**src/rtl/demux_1_2_32bit.sv**
```systemverilog
// Registered 1:2 word router: one valid/ready source steered by `select` into two DEPTH-entry FIFOs.
// Latency 1 cycle in->out; in_ready depends only on select and the registered full flags. Optional DEMUX_COUNT_EN adds pop counters.

module demux_1_2_32bit_fifo #(
    parameter int WIDTH = 32,
    parameter int DEPTH = 2
) (
    input  logic             clk,
    input  logic             reset,
    input  logic             push,
    input  logic [WIDTH-1:0] wr_dat,
    input  logic             rd_rdy,
    output logic             rd_vld,
    output logic [WIDTH-1:0] rd_dat,
    output logic             full
);
    localparam int AW = (DEPTH > 1) ? $clog2(DEPTH) : 1;
    localparam logic [AW:0] FULL_CNT = (AW+1)'(DEPTH);
    localparam logic [AW:0] ONE      = (AW+1)'(1);

    logic [WIDTH-1:0] mem_q [DEPTH];
    logic [WIDTH-1:0] mem_d [DEPTH];
    logic [AW:0]      wr_ptr_q, wr_ptr_d;
    logic [AW:0]      rd_ptr_q, rd_ptr_d;
    logic [AW:0]      cnt_q, cnt_d;
    logic             full_q, full_d;
    logic             empty_q, empty_d;
    logic [WIDTH-1:0] hold_q, hold_d;
    logic [WIDTH-1:0] head;
    logic             pop;

    assign pop    = !empty_q && rd_rdy;
    // While empty, the port keeps showing the last word it presented.
    assign head   = empty_q ? hold_q : mem_q[rd_ptr_q[AW-1:0]];
    assign rd_dat = head;
    assign rd_vld = !empty_q;
    assign full   = full_q;

    always_comb begin
        mem_d    = mem_q;
        wr_ptr_d = wr_ptr_q;
        rd_ptr_d = rd_ptr_q;
        cnt_d    = cnt_q;
        hold_d   = head;
        if (push) begin
            mem_d[wr_ptr_q[AW-1:0]] = wr_dat;
            wr_ptr_d                = wr_ptr_q + ONE;
        end
        if (pop) begin
            rd_ptr_d = rd_ptr_q + ONE;
        end
        case ({push, pop})
            2'b10:   cnt_d = cnt_q + ONE;
            2'b01:   cnt_d = cnt_q - ONE;
            default: cnt_d = cnt_q;
        endcase
        full_d  = (cnt_d == FULL_CNT);
        empty_d = (cnt_d == '0);
    end

    always_ff @(posedge clk) begin
        if (reset) begin
            wr_ptr_q <= '0;
            rd_ptr_q <= '0;
            cnt_q    <= '0;
            full_q   <= 1'b0;
            empty_q  <= 1'b1;
            hold_q   <= '0;
        end else begin
            wr_ptr_q <= wr_ptr_d;
            rd_ptr_q <= rd_ptr_d;
            cnt_q    <= cnt_d;
            full_q   <= full_d;
            empty_q  <= empty_d;
            hold_q   <= hold_d;
        end
    end

    // Storage needs no reset: an empty FIFO never exposes it.
    always_ff @(posedge clk) begin
        mem_q <= mem_d;
    end
endmodule

module demux_1_2_32bit #(
    parameter int WIDTH = 32,
    parameter int DEPTH = 2
) (
    input  logic             clk,
    input  logic             reset,
    input  logic             in_valid,
    output logic             in_ready,
    input  logic [WIDTH-1:0] in_data,
    input  logic             select,
    output logic             out1_valid,
    input  logic             out1_ready,
    output logic [WIDTH-1:0] out1_data,
    output logic             out2_valid,
    input  logic             out2_ready,
    output logic [WIDTH-1:0] out2_data,
    output logic [15:0]      out1_count,
    output logic [15:0]      out2_count
);
    logic full1, full2;
    logic push1, push2;

    assign in_ready = select ? !full2 : !full1;
    assign push1    = in_valid && in_ready && !select;
    assign push2    = in_valid && in_ready &&  select;

    demux_1_2_32bit_fifo #(.WIDTH(WIDTH), .DEPTH(DEPTH)) u_fifo1 (
        .clk    (clk),
        .reset  (reset),
        .push   (push1),
        .wr_dat (in_data),
        .rd_rdy (out1_ready),
        .rd_vld (out1_valid),
        .rd_dat (out1_data),
        .full   (full1)
    );

    demux_1_2_32bit_fifo #(.WIDTH(WIDTH), .DEPTH(DEPTH)) u_fifo2 (
        .clk    (clk),
        .reset  (reset),
        .push   (push2),
        .wr_dat (in_data),
        .rd_rdy (out2_ready),
        .rd_vld (out2_valid),
        .rd_dat (out2_data),
        .full   (full2)
    );

`ifdef DEMUX_COUNT_EN
    logic        pop1, pop2;
    logic [15:0] cnt1_q, cnt1_d;
    logic [15:0] cnt2_q, cnt2_d;

    assign pop1 = out1_valid && out1_ready;
    assign pop2 = out2_valid && out2_ready;

    // Saturating delivery counters.
    always_comb begin
        cnt1_d = cnt1_q;
        cnt2_d = cnt2_q;
        if (pop1 && (cnt1_q != 16'hFFFF)) cnt1_d = cnt1_q + 16'd1;
        if (pop2 && (cnt2_q != 16'hFFFF)) cnt2_d = cnt2_q + 16'd1;
    end

    always_ff @(posedge clk) begin
        if (reset) begin
            cnt1_q <= '0;
            cnt2_q <= '0;
        end else begin
            cnt1_q <= cnt1_d;
            cnt2_q <= cnt2_d;
        end
    end

    assign out1_count = cnt1_q;
    assign out2_count = cnt2_q;
`else
    assign out1_count = 16'h0000;
    assign out2_count = 16'h0000;
`endif
endmodule

```
**config.mk**
```make
export PLATFORM = sky130hd
export DESIGN_NAME = demux_1_2_32bit
export DESIGN_NICKNAME = d
export VERILOG_FILES = /design/src/rtl/demux_1_2_32bit.sv
export SDC_FILE = /design/constraint.sdc
export NUM_CORES = 1
export LEC_CHECK = 0
export ABC_AREA = 1
export BUFFER_PORTS_ARGS = -buffer_cell sky130_fd_sc_hd__buf_2
export CELL_PAD_IN_SITES_DETAIL_PLACEMENT = 0
export CELL_PAD_IN_SITES_GLOBAL_PLACEMENT = 2
export CORE_MARGIN = 3
export CORE_UTILIZATION = 37
export CTS_BUF_LIST = sky130_fd_sc_hd__clkbuf_8
export DETAILED_ROUTE_END_ITERATION = 8
export PLACE_DENSITY_LB_ADDON = 0.15
export SETUP_SLACK_MARGIN = 0.3
export SLEW_MARGIN = 20
export SYNTH_ARGS = -nofsm -noshare
export SYNTH_HDL_FRONTEND = slang
export SYNTH_SLANG_ARGS = --single-unit
```
**constraint.sdc**
```tcl
create_clock -name clk -period 3.1 [get_ports clk]
set_input_delay 0.31 -clock clk [delete_from_list [all_inputs] [get_ports clk]]
set_output_delay 0.31 -clock clk [all_outputs]
set_load 0.02 [all_outputs]
```
==> results.md, run 1 <==
- Drt wl/cell: roughly 16 µm
- CTS clk-pin slew, worst paths: 60 ps
- FMAX: 391 MHz
- Die area: 23300 µm²
- CTS tree: yes
- Synth warn: 0
- Site Rows: 53
- Endpoints failing hold: 0
- Die outline width: 153 µm
- Leakage: approximately 0.004 µW
- R2r startpoint: u_fifo1.empty_q
- Layout Utilization: 0.444
- Global placement routability congestion: 0.772
- CP arrival: 2250 ps
- Max IR drop VDD: 392 µV
- Layout Skew: around 17 ps
- Worst-Margin Slew: ~740 ps
- Crit Path Class: flip-flop to output pin
- Sequential share of the synthesized area: 0.675
- Max Cap Viol: 0
- Setup crit start kind: flip-flop
- Dpl hpwl: 11600 µm
- Initial antenna violation count: 0
- Fin nets: 890
- CORE AREA: 21100 µm²
- Htree depth: 2
- GRT overflow: 0
- Reg2Reg Depth: 7
- Most frequent cells in the layout: nand2_1 (173), edfxtp_1 (128), buf_2 (104), dfxtp_1 (72), a21oi_1 (70)
- Avg Inst Size Synth: 11.0 µm²
- Bufs on Longest Clock Path: 3
- Port Buffers: 104
- Finish-stage setup viols: 0
- Final min period: between 2000 and 3000 ps
- Total GRT Usage: 0.155
- Final cycle utilization of the critical path: 0.825
- R2R Path End: u_fifo1.empty_q
- CTS sink cnt: 204
- Relative slew slack: 0.506
- Die height: 153 µm
- Final instance area: 9360 µm²
- DRT Pass-1 Iters: 4
- RSZ-0062 raised after global routing: no
- Vias in the first global route: 5298
- Post-place instance area: approximately 8500 µm²
- Worst hold path type: input port to flip-flop
- Commonest non-fill, non-tap cell in the layout: nand2_1
- Setup Total Neg Slack: 0 ps
- Outcome: completed
- CTS buffer count: 37
- Hold WS: 31.5 ps
- Vias: 5226
- Data required, critical path: between 2000 and 3000 ps
- Drt first-iter violations: around 240
- Initial core utilization: 0.377
- Clock root cell: clkbuf_8
- CTS-repair resized insts: 0
- Fraction of layout cells with a size suffix above 1: 0.229
- Pin count of the biggest net entering global routing: 38
- Worst Hold End: u_fifo1.mem_q[50]
- Flop and latch count out of synthesis: just over 200
- Drt drc: 0
- Area Growth Syn to Fin: 17.7%
- Via density: ~4.5
- ANT nets after route: 0
- I/O pin total: 137
- Netlist area before placement: 7950 µm²
- Clk Latency, worst-skew pair: 520 ps
- Final Slew Violations: 0
- Ant diodes: 0
- Global-route wire length before repair: 28500 µm
- Yosys cell types: 25
- Crit Path Max Fanout: 34
- R2R setup slack: 1140 ps
- Cells after synthesis: 721
- Post-Route WL: 18100 µm
- Crit. End Element: output pin
- Pwr Density: slightly above 900 nW/µm²
- WHS Path Cells: 1
- Min-Delay Startpoint: in_data[18]
## worst max-delay path by stage
stage | from | endpoint | slack (ps) | cells past startpoint
2_1_floorplan | select | u_fifo1.mem_q[0] | 770 | 3
3_3_place_gp | u_fifo1.rd_ptr_q[0] | out1_data[24] | 1080 | 4
3_5_place_dp | u_fifo1.rd_ptr_q[0] | out1_data[25] | 1060 | 4
4_1_cts | u_fifo1.rd_ptr_q[0] | out1_data[25] | 500 | 4
5_1_grt | u_fifo1.rd_ptr_q[0] | out1_data[10] | 390 | 4
6_report | u_fifo1.rd_ptr_q[0] | out1_data[24] | 540 | 4
## synth_stat cells
| library cell | n | area share |
|---|---|---|
| inv_4 | 1 | 0.00079 |
| o21ai_0 | 14 | 0.0088 |
| ha_1 | 2 | 0.0031 |
| o21ai_1 | 21 | 0.013 |
| inv_1 | 51 | 0.024 |
| a21oi_1 | 70 | 0.044 |
| edfxtp_1 | 128 | 0.48 |
| buf_1 | 1 | 0.00047 |
| nor2_1 | 41 | 0.019 |
| and2_1 | 32 | 0.025 |
| nand3_1 | 5 | 0.0031 |
| nand4_1 | 2 | 0.0016 |
| nor3_1 | 1 | 0.00063 |
| nor2_2 | 1 | 0.00079 |
| clkbuf_1 | 6 | 0.0028 |
| nand2_1 | 173 | 0.082 |
| buf_6 | 9 | 0.013 |
| conb_1 | 1 | 0.00047 |
| xnor2_1 | 3 | 0.0033 |
| dfxtp_1 | 76 | 0.19 |
| a21oi_2 | 29 | 0.032 |
| buf_4 | 42 | 0.040 |
| buf_2 | 9 | 0.0057 |
| clkinv_4 | 1 | 0.0011 |
| inv_2 | 2 | 0.00094 |
## what timing repair did
item	in CTS	in global routing
hold buffers	8	5
buffers inserted	0	0
endpoints found under the hold margin	29	12
## critical path, cell delays in order (launching register included)
cell	delay (ps)
dfxtp_2	810
clkinv_4	460
nand2_1	160
a21oi_1	120
buf_2	180
## cell families (layout without fill, tap and decap cells)
family | count (synthesis) | in the layout | synth area share
and+or+nand+nor | 255 | 255 | 0.132
xor gates and xnor gates | 3 | 3 | 0.00330
adders and majority gates | 2 | 2 | 0.00315
buffers and inverters | 122 | 249 | 0.0882
DFF | 204 | 204 | 0.675
other | 1 | 32 | 0.000471
AOI/OAI and AO/OA | 134 | 134 | 0.0980
## metal layers
metal  share of wire  wire length, µm  track usage  up-vias
li1                -                -            -     2583
met1            0.44             8060        0.200     2438
met2            0.47             8480        0.252      175
met3           0.069             1250       0.0457       30
met4           0.018              331       0.0501        0
met5               0                0            0        -
## state kept, by name (all words and copies together) (netlist names)
name	flops
u_fifo2.full	1
u_fifo1.rd_ptr_q	1
u_fifo2.mem_q	64
u_fifo1.wr_ptr_q	1
u_fifo2.empty_q	1
u_fifo2.rd_ptr_q	1
u_fifo2.cnt_q	2
u_fifo1.mem_q	64
u_fifo2.wr_ptr_q	1
u_fifo1.empty_q	1
u_fifo2.hold_q	32
u_fifo1.full	1
u_fifo1.hold_q	32
u_fifo1.cnt_q	2
## area by class of cell
cell class / instances / area (µm²)
clock buffers: 42 / 578
multi-input cells: 426 / 2030
repair buffers: 126 / 718
clock inverters: 26 / 105
inverters: 55 / 214
fillers: 2048 / 11700
well taps: 275 / 344
flip-flops and latches: 204 / 5370
## power by group
group,internal (µW),total [µW],switching (µW)
Sequential,3280,3510,234
Clock,1240,2300,1070
Combinational,906,2870,1960
## stage by stage
stage                     instances  setup slack, ps  total power (µW)
after floorplan                 752              773              5630
after global placement         1073             1080              6460
after detailed placement       1073             1060              6480
after CTS                      1149              497              8830
after global routing           1154              390              9250
final                          1154              542              8680
No activity file was read; power rests on OpenSTA's default activity.
==> inputs of run 2 (changes only) <==
==> constraint.sdc (replaced) <==
create_clock -name clk -period 2.43 [get_ports clk]
set_input_delay 0.243 -clock clk [delete_from_list [all_inputs] [get_ports clk]]
set_output_delay 0.243 -clock clk [all_outputs]
set_load 0.02 [all_outputs]
==> results.md, run 2 (same netlist as run 1, synthesis figures left out) <==
- CP max-delay cell: dfxtp_4 (was dfxtp_2)
- CP startpoint: u_fifo1.rd_ptr_q[0] (unchanged)
- Worst-path cell chain: buf_8 > a21oi_1 > a21oi_1 > buf_2 (was clkinv_4 > nand2_1 > a21oi_1 > buf_2)
- R2r startpoint: u_fifo2.full (was u_fifo1.empty_q)
- Crit Path Max Fanout: 22 (was 34)
- Drt drc: 0 (unchanged)
- Setup crit start kind: flip-flop (unchanged)
- Total GRT Usage: 0.164 (was 0.155)
- Max IR drop VDD: 449 µV (was 392 µV)
- Reg2Reg Depth: 4 (was 7)
- Ant diodes: 0 (unchanged)
- Bufs on Longest Clock Path: 3 (unchanged)
- Leakage: 0.00413 µW (was 0.00401 µW)
- DRT Pass-1 Iters: 5 (was 4)
- Area Growth Syn to Fin: 21.4% (was 17.7%)
- Final Slew Violations: 0 (unchanged)
- Vias in the first global route: 5523 (was 5298)
- Drt first-iter violations: 201 (was 242)
- Fraction of layout cells with a size suffix above 1: 0.229 (about the same)
- Crit Path Class: flip-flop to output pin (unchanged)
- Setup Total Neg Slack: 0 ps (unchanged)
- Crit-path max cell delay: 490 ps (was 810 ps)
- CP delay by family, top: flip-flops (unchanged)
- Worst-Margin Slew: 752 ps (was 741 ps)
- Final cycle utilization of the critical path: 0.849
- Initial antenna violation count: 0 (unchanged)
- Relative slew slack: 0.498 (was 0.506)
- Die outline width: 153 µm (unchanged)
- Most Crowded Layer GR: met2 (unchanged)
- Worst hold path type: input port to flip-flop (unchanged)
- Drt wl/cell: 16.1 µm (was 15.7 µm)
- CTS tree: yes (unchanged)
- Die height: 153 µm (unchanged)
- Data required, critical path: 2190 ps (was 2790 ps)
- Worst path depth: 4 (unchanged)
- Max Cap Viol: 0 (unchanged)
- Fillers: 2004 (was 2048)
- Met2 Usage GRT: 0.285 (was 0.252)
- Critical path buffers and inverters: 2 (unchanged)
- Top cell by count, worst path: a21oi_1
- Outcome: completed (unchanged)
- Port Buffers: 104 (unchanged)
- Via density: 4.56 (was 4.53)
- Worst setup path end: out1_data[24] (unchanged)
- Most frequent cells in the layout: nand2_1 (173), edfxtp_1 (128), buf_2 (104), dfxtp_1 (73), a21oi_1 (70) (was nand2_1 (173), edfxtp_1 (128), buf_2 (104), dfxtp_1 (72), a21oi_1 (70))
- Crit. End Element: output pin (unchanged)
- Final min period: 2060 ps
- M3 GR Usage: 0.0341 (was 0.0457)
- Global placement routability congestion: 0.727 (was 0.772)
- Pin count of the biggest net entering global routing: 38 (unchanged)
- Dpl hpwl: 11800 µm (was 11600 µm)
- Clock root cell: clkbuf_8 (unchanged)
- Site Rows: 53 (unchanged)
- CTS clk-pin slew, worst paths: 60 ps (about the same)
- I/O pin total: 137 (unchanged)
- Pwr Density: 1160 nW/µm² (was 927 nW/µm²)
- CP arrival: 1820 ps (was 2250 ps)
- RSZ-0062 raised after global routing: yes (was no)
- Clk Latency, worst-skew pair: 520 ps (about the same)
- Commonest non-fill, non-tap cell in the layout: nand2_1 (unchanged)
- R2R Path End: u_fifo2.mem_q[48] (was u_fifo1.empty_q)
- Endpoints failing hold: 0 (unchanged)
- Layout Utilization: 0.458 (was 0.444)
- Top flop regs: u_fifo1.mem_q x64, u_fifo2.mem_q x64 (unchanged)
- Layout Skew: 20.4 ps (was 17.4 ps)
- CTS buffer count: 37 (unchanged)
- Die area: 23300 µm² (unchanged)
- Post-Route WL: 19000 µm (was 18100 µm)
- Fin nets: 915 (was 890)
- FMAX: 485 MHz
- ANT nets after route: 0 (unchanged)
- GR Util met1: 0.206 (was 0.200)
- CTS sink cnt: 204 (unchanged)
- Htree depth: 2 (unchanged)
- Initial core utilization: 0.377 (unchanged)
- GRT overflow: 0 (unchanged)
- Vias: 5377 (was 5226)
- CORE AREA: 21100 µm² (unchanged)
- Finish-stage setup viols: 0 (unchanged)
- R2R setup slack: 680 ps (was 1140 ps)
- Global-route wire length before repair: 30000 µm (was 28500 µm)
[run 2: cell count changes in the layout (fill, tap and decap cells not counted), sizes merged]
cell	before	now
buf	113	119
clkbuf	42	40
inv	66	65
dlygate4sd3	13	32
clkinv	14	16
[run 2: what timing repair did]
item | in CTS | in global routing
endpoints found under the hold margin | 128 | 0
endpoints found under the setup margin | 50 | 35
buffers inserted | 1 | 2
resized for setup | 6 | 4
pin swaps | 0 | 0
hold buffers | 32 | 0
[run 2: report_power, final]
group	leakage, µW	switching, µW	internal (µW)	total, µW
Combinational	0.00194	2640	1250	3890
Sequential	0.00180	225	4190	4410
Clock	0.000384	1360	1520	2880
[run 2: layer usage]
| layer | share of wire | vias to the layer above |
|---|---|---|
| met5 | 0 | - |
| met3 | 0.057 | 24 |
| li1 | - | 2634 |
| met2 | 0.49 | 156 |
| met1 | 0.44 | 2563 |
| met4 | 0.015 | 0 |
[run 2: area by class of cell]
cell class,count,area (µm²),share of cell area
clock buffers,40,551,0.0570
clock inverters,27,113,0.0117
inverters,55,221,0.0229
multi-input cells,426,2030,0.211
flip-flops and latches,204,5380,0.557
well taps,275,344,0.0356
repair buffers,151,1020,0.105
[run 2: how the worst min path moves through the flow]
stage | from | slack, ps | end | depth (start not counted)
6_report | in_valid | 100 | u_fifo1.wr_ptr_q[0] | 3
5_1_grt | in_valid | 110 | u_fifo1.wr_ptr_q[0] | 3
4_1_cts | in_valid | 50 | u_fifo1.wr_ptr_q[0] | 3
3_5_place_dp | u_fifo2.hold_q[27] | 460 | u_fifo2.hold_q[27] | 2
3_3_place_gp | u_fifo2.hold_q[15] | 450 | u_fifo2.hold_q[15] | 2
2_1_floorplan | in_data[0] | 340 | u_fifo1.mem_q[0] | 0
[run 2: per-stage QoR]
step,total power [µW],std cells,area [µm²],hold slack (ps),worst slack [ps]
after detailed placement,8350,1076,8620,463,595
after floorplan,7190,752,8080,342,164
after global placement,8300,1076,8620,453,607
after global routing,11900,1178,9660,112,243
final,11200,1178,9660,99.7,367
after CTS,11300,1176,9630,49.2,246
[run 2: tightest hold or removal path: cells and delay by family]
| family | cells | cell delay, ps |
|---|---|---|
| buffers and inverters | 1 | 100 |
| AO/OA/AOI/OAI | 1 | 70 |
| AND/OR/NAND/NOR | 1 | 140 |
